--- config.mk ---
export PLATFORM = sky130hd
export DESIGN_NAME = avmm_rr_arbiter
export DESIGN_NICKNAME = d
export VERILOG_FILES = /design/src/rtl/avmm_arb_pkg.sv /design/src/rtl/avmm_arb_id_fifo.sv /design/src/rtl/avmm_rr_arbiter.sv
export SDC_FILE = /design/constraint.sdc
export NUM_CORES = 1
export LEC_CHECK = 0
export CELL_PAD_IN_SITES_DETAIL_PLACEMENT = 2
export CELL_PAD_IN_SITES_GLOBAL_PLACEMENT = 2
export CORE_MARGIN = 2
export CORE_UTILIZATION = 22
export DETAILED_ROUTE_END_ITERATION = 10
export PLACE_DENSITY_LB_ADDON = 0.1
export SETUP_SLACK_MARGIN = 0.4
export SYNTH_ARGS = -nofsm -noshare
export SYNTH_HDL_FRONTEND = slang
export SYNTH_SLANG_ARGS = --single-unit
--- constraint.sdc ---
create_clock -name clk_clk -period 3.67 [get_ports clk_clk]
set_clock_uncertainty 0.1 [all_clocks]
set_input_delay 0.734 -clock clk_clk [delete_from_list [all_inputs] [get_ports clk_clk]]
set_output_delay 0.734 -clock clk_clk [all_outputs]
set_load 0.1 [all_outputs]
--- src/rtl/avmm_arb_pkg.sv ---
// Shared types and helpers for the Avalon-MM round-robin arbiter:
// FSM state encoding, id-width helper and the rotating-priority pick.
package avmm_arb_pkg;

  // Widest configuration supported (NUM_REQ up to 8).
  localparam int MAX_REQ  = 8;
  localparam int MAX_ID_W = 3;

  typedef enum logic [0:0] {
    IDLE  = 1'b0,
    ISSUE = 1'b1
  } arb_state_e;

  // Result of a round-robin search: valid winner flag plus its index.
  typedef struct packed {
    logic                valid;
    logic [MAX_ID_W-1:0] idx;
  } rr_pick_t;

  // Bits needed to name one requester (at least one bit).
  function automatic int id_w(input int num_req);
    return (num_req > 1) ? $clog2(num_req) : 1;
  endfunction

  // First set bit of mask searching upward from last_gnt+1, modulo num_req.
  // mask bits at or above num_req are never looked at.
  function automatic rr_pick_t rr_pick(
    input logic [MAX_REQ-1:0]  mask,
    input logic [MAX_ID_W-1:0] last_gnt,
    input int                  num_req
  );
    rr_pick_t pick;
    int       cand;
    pick = '0;
    for (int k = 1; k <= MAX_REQ; k++) begin
      cand = (int'(last_gnt) + k) % num_req;
      if ((k <= num_req) && !pick.valid && mask[cand[MAX_ID_W-1:0]]) begin
        pick.valid = 1'b1;
        pick.idx   = cand[MAX_ID_W-1:0];
      end else begin
        pick = pick;
      end
    end
    return pick;
  endfunction

endpackage

--- src/rtl/avmm_arb_id_fifo.sv ---
// In-order FIFO of requester ids for reads in flight. One entry is pushed
// per accepted read and popped per readdatavalid; both may happen in the
// same cycle. DEPTH must be a power of two so pointers wrap naturally.
module avmm_arb_id_fifo #(
  parameter int DEPTH = 4,
  parameter int W     = 2
) (
  input  logic                   clk,
  input  logic                   rst_n,
  input  logic                   push,
  input  logic [W-1:0]           push_data,
  input  logic                   pop,
  output logic [W-1:0]           head,
  output logic                   full,
  output logic                   empty,
  output logic [$clog2(DEPTH):0] count
);

  localparam int AW = $clog2(DEPTH);
  localparam logic [AW-1:0] PTR_ONE  = AW'(1'b1);
  localparam logic [AW:0]   CNT_ONE  = (AW+1)'(1'b1);
  localparam logic [AW:0]   CNT_FULL = (AW+1)'(DEPTH);

  logic [W-1:0]  mem_r [DEPTH];
  logic [AW-1:0] wr_ptr_r;
  logic [AW-1:0] rd_ptr_r;
  logic [AW:0]   count_r;
  logic          full_s;
  logic          empty_s;
  logic          push_ok_s;
  logic          pop_ok_s;

  // Status flags and qualified push/pop; a push into a full FIFO is only
  // allowed when an entry leaves in the same cycle.
  always_comb begin
    full_s    = (count_r == CNT_FULL);
    empty_s   = (count_r == '0);
    pop_ok_s  = pop && !empty_s;
    push_ok_s = push && (!full_s || pop_ok_s);
  end

  // Storage, pointers and occupancy counter.
  always_ff @(posedge clk or negedge rst_n) begin
    if (!rst_n) begin
      wr_ptr_r <= '0;
      rd_ptr_r <= '0;
      count_r  <= '0;
      for (int i = 0; i < DEPTH; i++) begin
        mem_r[i] <= '0;
      end
    end else begin
      if (push_ok_s) begin
        mem_r[wr_ptr_r] <= push_data;
        wr_ptr_r        <= wr_ptr_r + PTR_ONE;
      end
      if (pop_ok_s) begin
        rd_ptr_r <= rd_ptr_r + PTR_ONE;
      end
      case ({push_ok_s, pop_ok_s})
        2'b10:   count_r <= count_r + CNT_ONE;
        2'b01:   count_r <= count_r - CNT_ONE;
        default: count_r <= count_r;
      endcase
    end
  end

  assign head  = mem_r[rd_ptr_r];
  assign full  = full_s;
  assign empty = empty_s;
  assign count = count_r;

endmodule

--- src/rtl/avmm_rr_arbiter.sv ---
// Round-robin arbiter sharing one Avalon-MM master between NUM_REQ
// requesters. One command is on the bus at a time; up to MAX_OUTST reads
// may be outstanding, and their responses are steered back to the issuing
// requester through an in-order id FIFO.
module avmm_rr_arbiter
  import avmm_arb_pkg::*;
#(
  parameter int NUM_REQ   = 3,
  parameter int ADDR_W    = 32,
  parameter int DATA_W    = 32,
  parameter int MAX_OUTST = 4
) (
  input  logic                          clk_clk,
  input  logic                          reset_reset_n,
  input  logic [NUM_REQ-1:0]            req_valid,
  input  logic [NUM_REQ-1:0]            req_write,
  input  logic [NUM_REQ*ADDR_W-1:0]     req_addr,
  input  logic [NUM_REQ*DATA_W-1:0]     req_wdata,
  input  logic [NUM_REQ*DATA_W/8-1:0]   req_be,
  output logic [NUM_REQ-1:0]            req_ready,
  output logic [NUM_REQ-1:0]            rsp_valid,
  output logic [DATA_W-1:0]             rsp_rdata,
  output logic [ADDR_W-1:0]             avm_address,
  output logic                          avm_read,
  output logic                          avm_write,
  output logic [DATA_W-1:0]             avm_writedata,
  output logic [DATA_W/8-1:0]           avm_byteenable,
  input  logic                          avm_waitrequest,
  input  logic [DATA_W-1:0]             avm_readdata,
  input  logic                          avm_readdatavalid,
  output logic [$clog2(MAX_OUTST):0]    outst_cnt,
  output logic                          err_rdv
);

  localparam int ID_W = id_w(NUM_REQ);
  localparam int BE_W = DATA_W / 8;
  localparam logic [ID_W-1:0] LAST_GNT_RST = ID_W'(NUM_REQ - 1);

  arb_state_e              state_r;
  arb_state_e              state_nxt_s;
  logic [ID_W-1:0]         last_gnt_r;
  logic [ID_W-1:0]         id_r;
  logic [ID_W-1:0]         win_idx_s;
  logic [NUM_REQ-1:0]      eligible_s;
  logic [MAX_REQ-1:0]      mask_s;
  logic [MAX_ID_W-1:0]     last_ext_s;
  rr_pick_t                pick_s;
  logic                    grant_s;
  logic                    accept_s;
  logic                    push_s;
  logic                    pop_s;
  logic                    fifo_full_s;
  logic                    fifo_empty_s;
  logic [ID_W-1:0]         fifo_head_s;
  logic [$clog2(MAX_OUTST):0] fifo_cnt_s;
  logic [NUM_REQ-1:0]      rsp_onehot_s;

  // Eligibility and round-robin winner: a full id FIFO holds back reads
  // only, so writes keep flowing while reads are backed up.
  always_comb begin
    eligible_s = req_valid & (req_write | {NUM_REQ{~fifo_full_s}});
    mask_s     = '0;
    mask_s[NUM_REQ-1:0] = eligible_s;
    last_ext_s = '0;
    last_ext_s[ID_W-1:0] = last_gnt_r;
    pick_s     = rr_pick(mask_s, last_ext_s, NUM_REQ);
    win_idx_s  = pick_s.idx[ID_W-1:0];
  end

  // Next-state logic: grant from IDLE, complete in ISSUE once the slave
  // stops stalling.
  always_comb begin
    state_nxt_s = state_r;
    grant_s     = 1'b0;
    accept_s    = 1'b0;
    case (state_r)
      IDLE: begin
        if (pick_s.valid) begin
          state_nxt_s = ISSUE;
          grant_s     = 1'b1;
        end else begin
          state_nxt_s = IDLE;
        end
      end
      ISSUE: begin
        if (!avm_waitrequest) begin
          state_nxt_s = IDLE;
          accept_s    = 1'b1;
        end else begin
          state_nxt_s = ISSUE;
        end
      end
      default: begin
        state_nxt_s = IDLE;
      end
    endcase
  end

  // FSM state register.
  always_ff @(posedge clk_clk or negedge reset_reset_n) begin
    if (!reset_reset_n) begin
      state_r <= IDLE;
    end else begin
      state_r <= state_nxt_s;
    end
  end

  // Accept pulse lands in the very cycle the slave takes the command, so
  // the requester can retire its payload on the same edge.
  always_comb begin
    req_ready = '0;
    if (accept_s) begin
      req_ready[id_r] = 1'b1;
    end else begin
      req_ready = '0;
    end
  end

  // Read completion pushes the issuer id; readdatavalid pops it unless
  // nothing is outstanding.
  always_comb begin
    push_s = accept_s & avm_read;
    pop_s  = avm_readdatavalid & ~fifo_empty_s;
  end

  // Command register: load the winner's payload on grant, drop the strobe
  // once accepted and move the round-robin pointer to the served id.
  always_ff @(posedge clk_clk or negedge reset_reset_n) begin
    if (!reset_reset_n) begin
      avm_address    <= '0;
      avm_writedata  <= '0;
      avm_byteenable <= '0;
      avm_read       <= 1'b0;
      avm_write      <= 1'b0;
      id_r           <= '0;
      last_gnt_r     <= LAST_GNT_RST;
    end else if (grant_s) begin
      avm_address    <= req_addr[int'(win_idx_s)*ADDR_W +: ADDR_W];
      avm_writedata  <= req_wdata[int'(win_idx_s)*DATA_W +: DATA_W];
      avm_byteenable <= req_be[int'(win_idx_s)*BE_W +: BE_W];
      avm_write      <= req_write[win_idx_s];
      avm_read       <= ~req_write[win_idx_s];
      id_r           <= win_idx_s;
    end else if (accept_s) begin
      avm_read       <= 1'b0;
      avm_write      <= 1'b0;
      last_gnt_r     <= id_r;
    end
  end

  // One-hot select of the requester at the head of the id FIFO.
  always_comb begin
    rsp_onehot_s = '0;
    rsp_onehot_s[fifo_head_s] = 1'b1;
  end

  // Response path: one-cycle rsp_valid pulse to the owner, rdata held
  // between responses, sticky flag for a response nobody asked for.
  always_ff @(posedge clk_clk or negedge reset_reset_n) begin
    if (!reset_reset_n) begin
      rsp_valid <= '0;
      rsp_rdata <= '0;
      err_rdv   <= 1'b0;
    end else begin
      if (pop_s) begin
        rsp_valid <= rsp_onehot_s;
        rsp_rdata <= avm_readdata;
      end else begin
        rsp_valid <= '0;
      end
      if (avm_readdatavalid && fifo_empty_s) begin
        err_rdv <= 1'b1;
      end
    end
  end

  avmm_arb_id_fifo #(
    .DEPTH (MAX_OUTST),
    .W     (ID_W)
  ) u_id_fifo (
    .clk       (clk_clk),
    .rst_n     (reset_reset_n),
    .push      (push_s),
    .push_data (id_r),
    .pop       (pop_s),
    .head      (fifo_head_s),
    .full      (fifo_full_s),
    .empty     (fifo_empty_s),
    .count     (fifo_cnt_s)
  );

  assign outst_cnt = fifo_cnt_s;

endmodule

# == Word level (Yosys, flattened, before mapping) ==
# Cells that the tools add are included.
# op_classes
div_mod_pow,3
reduce_logical,17
n_lt_le_gt_ge,11
eq_ne,3
muxes,33
n_shift,3
n_addsub,7
bitwise_logic,11
# ops
op,n
$shiftx 96x8->32,2
$mod 32x3->32 const B,3
$mux 1,14
$lt 3x4->1 const B,3
$mux 4,3
$shiftx 12x5->4,1
$bmux 1 s3,3
$lt 2x3->1 const B,3
$bwmux 8,1
$logic_and 1x1->1,8
$add 2x2->3 const B,2
$ge 3x3->1 const B,2
$mux 2,3
$mux 3,2
$not 2->3,2
$pmux 3 s2,1
$not 1->1,5
$add 2x1->2 const B,2
$bmux 2 s2,1
$demux 1 s2,2
$demux 2 s2,1
$ge 2x1->1 const B,2
$logic_not 1->1,4
$reduce_bool 2->1,2
15 further kinds,16
# totals
output_inout_bits,112
register_bits,126
in_bits,246

# == Logic depth before layout (Yosys ltp) ==
# depth
depth_word,17
ltp_mapped,12
mapped_depth_nobuf,10

# == By module ==
# From an unflattened synthesis, not the netlist that was laid out.
# hier_totals
hier_cells,709
hier_area_um2,6921.6
# modules_own_cells
module,seq_area_each_um2,cells_each,instances,area_each_um2
avmm_rr_arbiter,2778.9,650,1,6139.6
avmm_arb_id_fifo,375.4,59,1,782.0

# == Least setup slack after synthesis ==
# No wires, ideal clock.
# synth_timing
kind,in2out
start,input port avm_waitrequest
end,output port req_ready[1]
t_required_ns,2.836
t_arrival_ns,3.177
path_slack_ns,-0.341
path_stages,2
cell_sequence,nand2b_1 -> nor3b_1
# synth_between
elab_chain_cells,3
# synth_lines
element,line_no,text
from (decl),avmm_rr_arbiter.sv:28,"input logic avm_waitrequest,"
$mux 1,avmm_rr_arbiter.sv:86,if (!avm_waitrequest) begin
$mux 1,avmm_rr_arbiter.sv:76,case (state_r)
$mux 3,avmm_rr_arbiter.sv:112,if (accept_s) begin
to (decl),avmm_rr_arbiter.sv:20,"output logic [NUM_REQ-1:0] req_ready,"
# Every way passes these cells.

# == Worst setup path after layout ==
# layout_timing
start,input port req_write[2]
end,register avm_writedata[31]
# layout_between
elab_chain_cells,13
elab_cells_between_ends,18
cone_classes,1 x shift; 11 x mux; 2 x bitwise; 4 x reduce/logical
# layout_lines
element,line_no,text
from (decl),avmm_rr_arbiter.sv:16,"input logic [NUM_REQ-1:0] req_write,"
$or 3x3->3 *,avmm_rr_arbiter.sv:61,eligible_s = req_valid & (req_write | {NUM_REQ{~fifo_full_s}});
$and 3x3->3 *,avmm_rr_arbiter.sv:61,
$bmux 1 s3,avmm_arb_pkg.sv:37,if ((k <= num_req) && !pick.valid && mask[cand[MAX_ID_W-1:0]]) begin
$mux 1 (implied by the code),avmm_arb_pkg.sv:37,
$mux 4,avmm_arb_pkg.sv:37,
$logic_not 1->1,avmm_arb_pkg.sv:37,
$logic_and 1x1->1,avmm_arb_pkg.sv:37,
$mux 4,avmm_arb_pkg.sv:37,
$logic_not 1->1,avmm_arb_pkg.sv:37,
$logic_and 1x1->1,avmm_arb_pkg.sv:37,
$mux 4 *,avmm_arb_pkg.sv:37,
"parallel branches: the longest is 2 deep, another holds $shiftx 96x8->32",-,
to (signal assigned),avmm_rr_arbiter.sv:139,avm_writedata <= req_wdata[int'(win_idx_s)*DATA_W +: DATA_W];
to (decl),avmm_rr_arbiter.sv:26,"output logic [DATA_W-1:0] avm_writedata,"
# Every way passes the cells marked *. The select of a mux whose other input is x is not followed.
# A chain may end at the register's enable or synchronous reset.

==> parameters.txt <==
Parameter                              Value

Outcome
  Outcome    finished clean

Setup path
  Reg2Reg Capture Point    avm_write
  Beginning of the critical path    req_write[2]
  Crit Path Category    in -> reg
  R2R setup slack    0.54 ns
  Nature of the critical path startpoint    input pin
  Worst r2r path cells    9
  Endpoint type of the worst setup path    flop
  Max Fanout on Critical Path    23
  Critical Path AT    3.34 ns
  Worst Path Required    3.85 ns
  Startpoint of the worst register-to-register path    last_gnt_r[1]

CTS
  Clock tree from TritonCTS    built
  Count of H-tree levels built during CTS    4
  Clock insertion delay at the later pin of the skew report    ~0.43 ns
  Cell at the root of the clock tree    sky130_fd_sc_hd__clkbuf_16
  Maximum number of buffers from clock root to sink    2
  Clock edge transition at the registers on the reported setup and hold paths    0.07 ns
  Number of buffers created by CTS    17
  Number of clock sinks    126

Finish
  Commonest non-fill, non-tap cells in the layout    sky130_fd_sc_hd__clkdlybuf4s50_1 (327), sky130_fd_sc_hd__nand2_1 (180), sky130_fd_sc_hd__dfrtp_1 (125)
  Most common library cell in the layout ignoring fill and taps    sky130_fd_sc_hd__clkdlybuf4s50_1
  Final Instance Count excl. Fillers    1405
  Post-Layout Inst Area    11100 um^2
  Area occupied by multi-input gates    approximately 2800 um^2
  Inserted Diodes    0
  Fraction of layout instances using a drive strength above 1    11.6%
  Register cell area after layout    3150 um^2
  Layout area overhead    73.8%
  # fillers    3098
  Net count reported at finish    1266

Place
  Placer's final routability congestion estimate    0.725
  Count of input and output buffers    approximately 360
  DPL Wire Length    roughly 22000 um
  Area after DPL    10500 um^2
  Placed cell count    1371

Drt
  Post-Route WL    28600 um
  Via density per instance    4.43
  Violation count after the first detailed-route iteration    284
  Post-route DRC    0
  DRT Pass-1 Iters    4
  Average routed wire per standard cell    20.4 um
  Number of nets still failing antenna checks after routing    0
  Routed vias    around 6200

GRT
  Antenna violations before repair    2
  Aggregate global routing overflow    0
  Combined global-route utilization of all metal layers    19.0%
  Global-route wire length before repair    approximately 44000 um
  Vias in the first global route    7179
  Pin count of the biggest net entering global routing    61

Floorplan
  DIE HEIGHT    175 um
  Full die area    30500 um^2
  Core Area    roughly 29000 um^2
  Starting Density    22.3%
  I/O pin cnt    358
  Total number of placement rows    62
  Horizontal die dimension    175 um

Logic synthesis
  Number of nets in the synthesized netlist    904
  Predominant post-synthesis flop cell    sky130_fd_sc_hd__dfrtp_1
  Post-synth design cell area    roughly 6400 um^2
  Yosys warning total    0
  FFs w/ async S/R, synth    100%
  Average size of a mapped cell    9.93 um^2
  Sequential cell area fraction in the yosys report    49.2%
  Count of flip-flops with a built-in enable after synthesis    0
  Synthesis-stage register bit count    126
  Count of different cell masters after synthesis    46
  Post-Synthesis Cells    646

Timing
  Final number of setup-violating endpoints    0
  Worst-margin pin slew    1.03 ns
  Pins Over Slew Limit    0
  Slew Limit Headroom    30.9%
  Highest achievable clock rate    roughly 320 MHz
  Number of endpoints with negative hold slack in the final report    0
  Share of the clock period used by the worst path after layout    86.1%
  RSZ-0062 raised after global routing    false
  Hold Slack    roughly 0.18 ns
  Final Critical Period    3.16 ns
  Total negative slack for setup checks    0 ns

Run
  Reported max-cap violation count    0

Hold path
  Worst min path class    in -> async
## final cells by class
cell class | instances | share of cell area [%]
sequential | 126 | 28.3
clock inverter | 15 | 1.01
clock buffer | 17 | 3.82
timing repair buffer | 385 | 34.6
inverter | 80 | 2.69
multi-input combinational | 398 | 25.2
tap | 384 | 4.31
## layer usage
metal	routed length, um	global-route usage (%)
met1	12100	23.3
met2	14200	32.9
met3	1950	5.55
met4	340	4.24
met5	26	0
## critical path, stage by stage
cell and delay [ns]:
sky130_fd_sc_hd__clkdlybuf4s50_1 0.44, sky130_fd_sc_hd__or4b_1 0.57, sky130_fd_sc_hd__nand4_1 0.18, sky130_fd_sc_hd__a31oi_4 0.12, sky130_fd_sc_hd__or3b_4 0.46, sky130_fd_sc_hd__o21ai_4 0.18
sky130_fd_sc_hd__nand2b_2 0.27, sky130_fd_sc_hd__buf_12 0.21, sky130_fd_sc_hd__o221ai_1 0.16
## stage by stage
step / setup slack (ns) / utilization [%]
CTS: 0.420 / 38.7
finish: 0.510 / 38.8
global placement: 0.121 / 36.7
global route: 0.414 / 38.8
floorplan: 0.468 / -
detailed placement: 0.0751 / 36.7
## cells in the mapped netlist, types with 2 or more instances
master / n / area, um^2
sky130_fd_sc_hd__nand2_1: 180 / 676
sky130_fd_sc_hd__dfrtp_1: 125 / 3130
sky130_fd_sc_hd__inv_1: 79 / 297
sky130_fd_sc_hd__mux2i_1: 69 / 691
sky130_fd_sc_hd__o221ai_1: 68 / 596
sky130_fd_sc_hd__buf_2: 22 / 110
sky130_fd_sc_hd__clkbuf_1: 12 / 45.0
sky130_fd_sc_hd__ha_1: 11 / 138
sky130_fd_sc_hd__mux2_2: 9 / 101
sky130_fd_sc_hd__buf_6: 8 / 90.1
sky130_fd_sc_hd__o21ai_0: 5 / 25.0
sky130_fd_sc_hd__nor2_1: 4 / 15.0
sky130_fd_sc_hd__nor3b_1: 4 / 30.0
sky130_fd_sc_hd__o211a_1: 4 / 40.0
sky130_fd_sc_hd__xnor2_1: 4 / 35.0
sky130_fd_sc_hd__nand2b_1: 3 / 18.8
sky130_fd_sc_hd__nor3_1: 3 / 15.0
sky130_fd_sc_hd__a211oi_1: 2 / 15.0
sky130_fd_sc_hd__a21o_1: 2 / 15.0
sky130_fd_sc_hd__a21oi_1: 2 / 10.0
sky130_fd_sc_hd__mux4_2: 2 / 45.0
sky130_fd_sc_hd__nand4_1: 2 / 12.5
sky130_fd_sc_hd__nor4b_1: 2 / 17.5
sky130_fd_sc_hd__xor2_1: 2 / 17.5
## cell families (layout without fill, tap and decap cells)
group / Yosys count / count (layout) / share of synthesized area (%)
adders and majority gates: 12 / 12 / 2.46
DFF: 126 / 126 / 49.2
buffers and inverters: 122 / 497 / 8.51
AOI/OAI and AO/OA: 95 / 95 / 12.8
xor gates and xnor gates: 6 / 6 / 0.819
muxes: 80 / 80 / 13.1
and+or+nand+nor: 205 / 205 / 13.2
## sequential cells by signal, summed over array words and instances (netlist names)
register,count
u_id_fifo.wr_ptr_r,2
rsp_valid,3
avm_write,1
rsp_rdata,32
u_id_fifo.count,3
state_r,1
avm_address,32
u_id_fifo.mem_r,8
avm_read,1
u_id_fifo.rd_ptr_r,2
last_gnt_r,2
avm_byteenable,4
id_r,2
err_rdv,1
avm_writedata,32
## worst max-delay path by stage
stage | depth (start not counted) | slack (ns) | endpoint
3_3_place_gp | 9 | 0.12 | avm_writedata[31]
2_1_floorplan | 9 | 0.47 | avm_write
4_1_cts | 9 | 0.42 | avm_write
3_5_place_dp | 9 | 0.08 | avm_address[27]
6_report | 9 | 0.51 | avm_writedata[31]
5_1_grt | 10 | 0.41 | avm_writedata[19]
## what timing repair did
item,4_1_cts,5_1_grt
pin swaps,1,2
resized for setup,4,5
hold buffers,0,0
buffers inserted,2,0
setup endpoints to repair,71,43
Power is left out: the tool's default activity adds up to more than one toggle a clock period on the data nets, which glitch-free logic cannot reach.
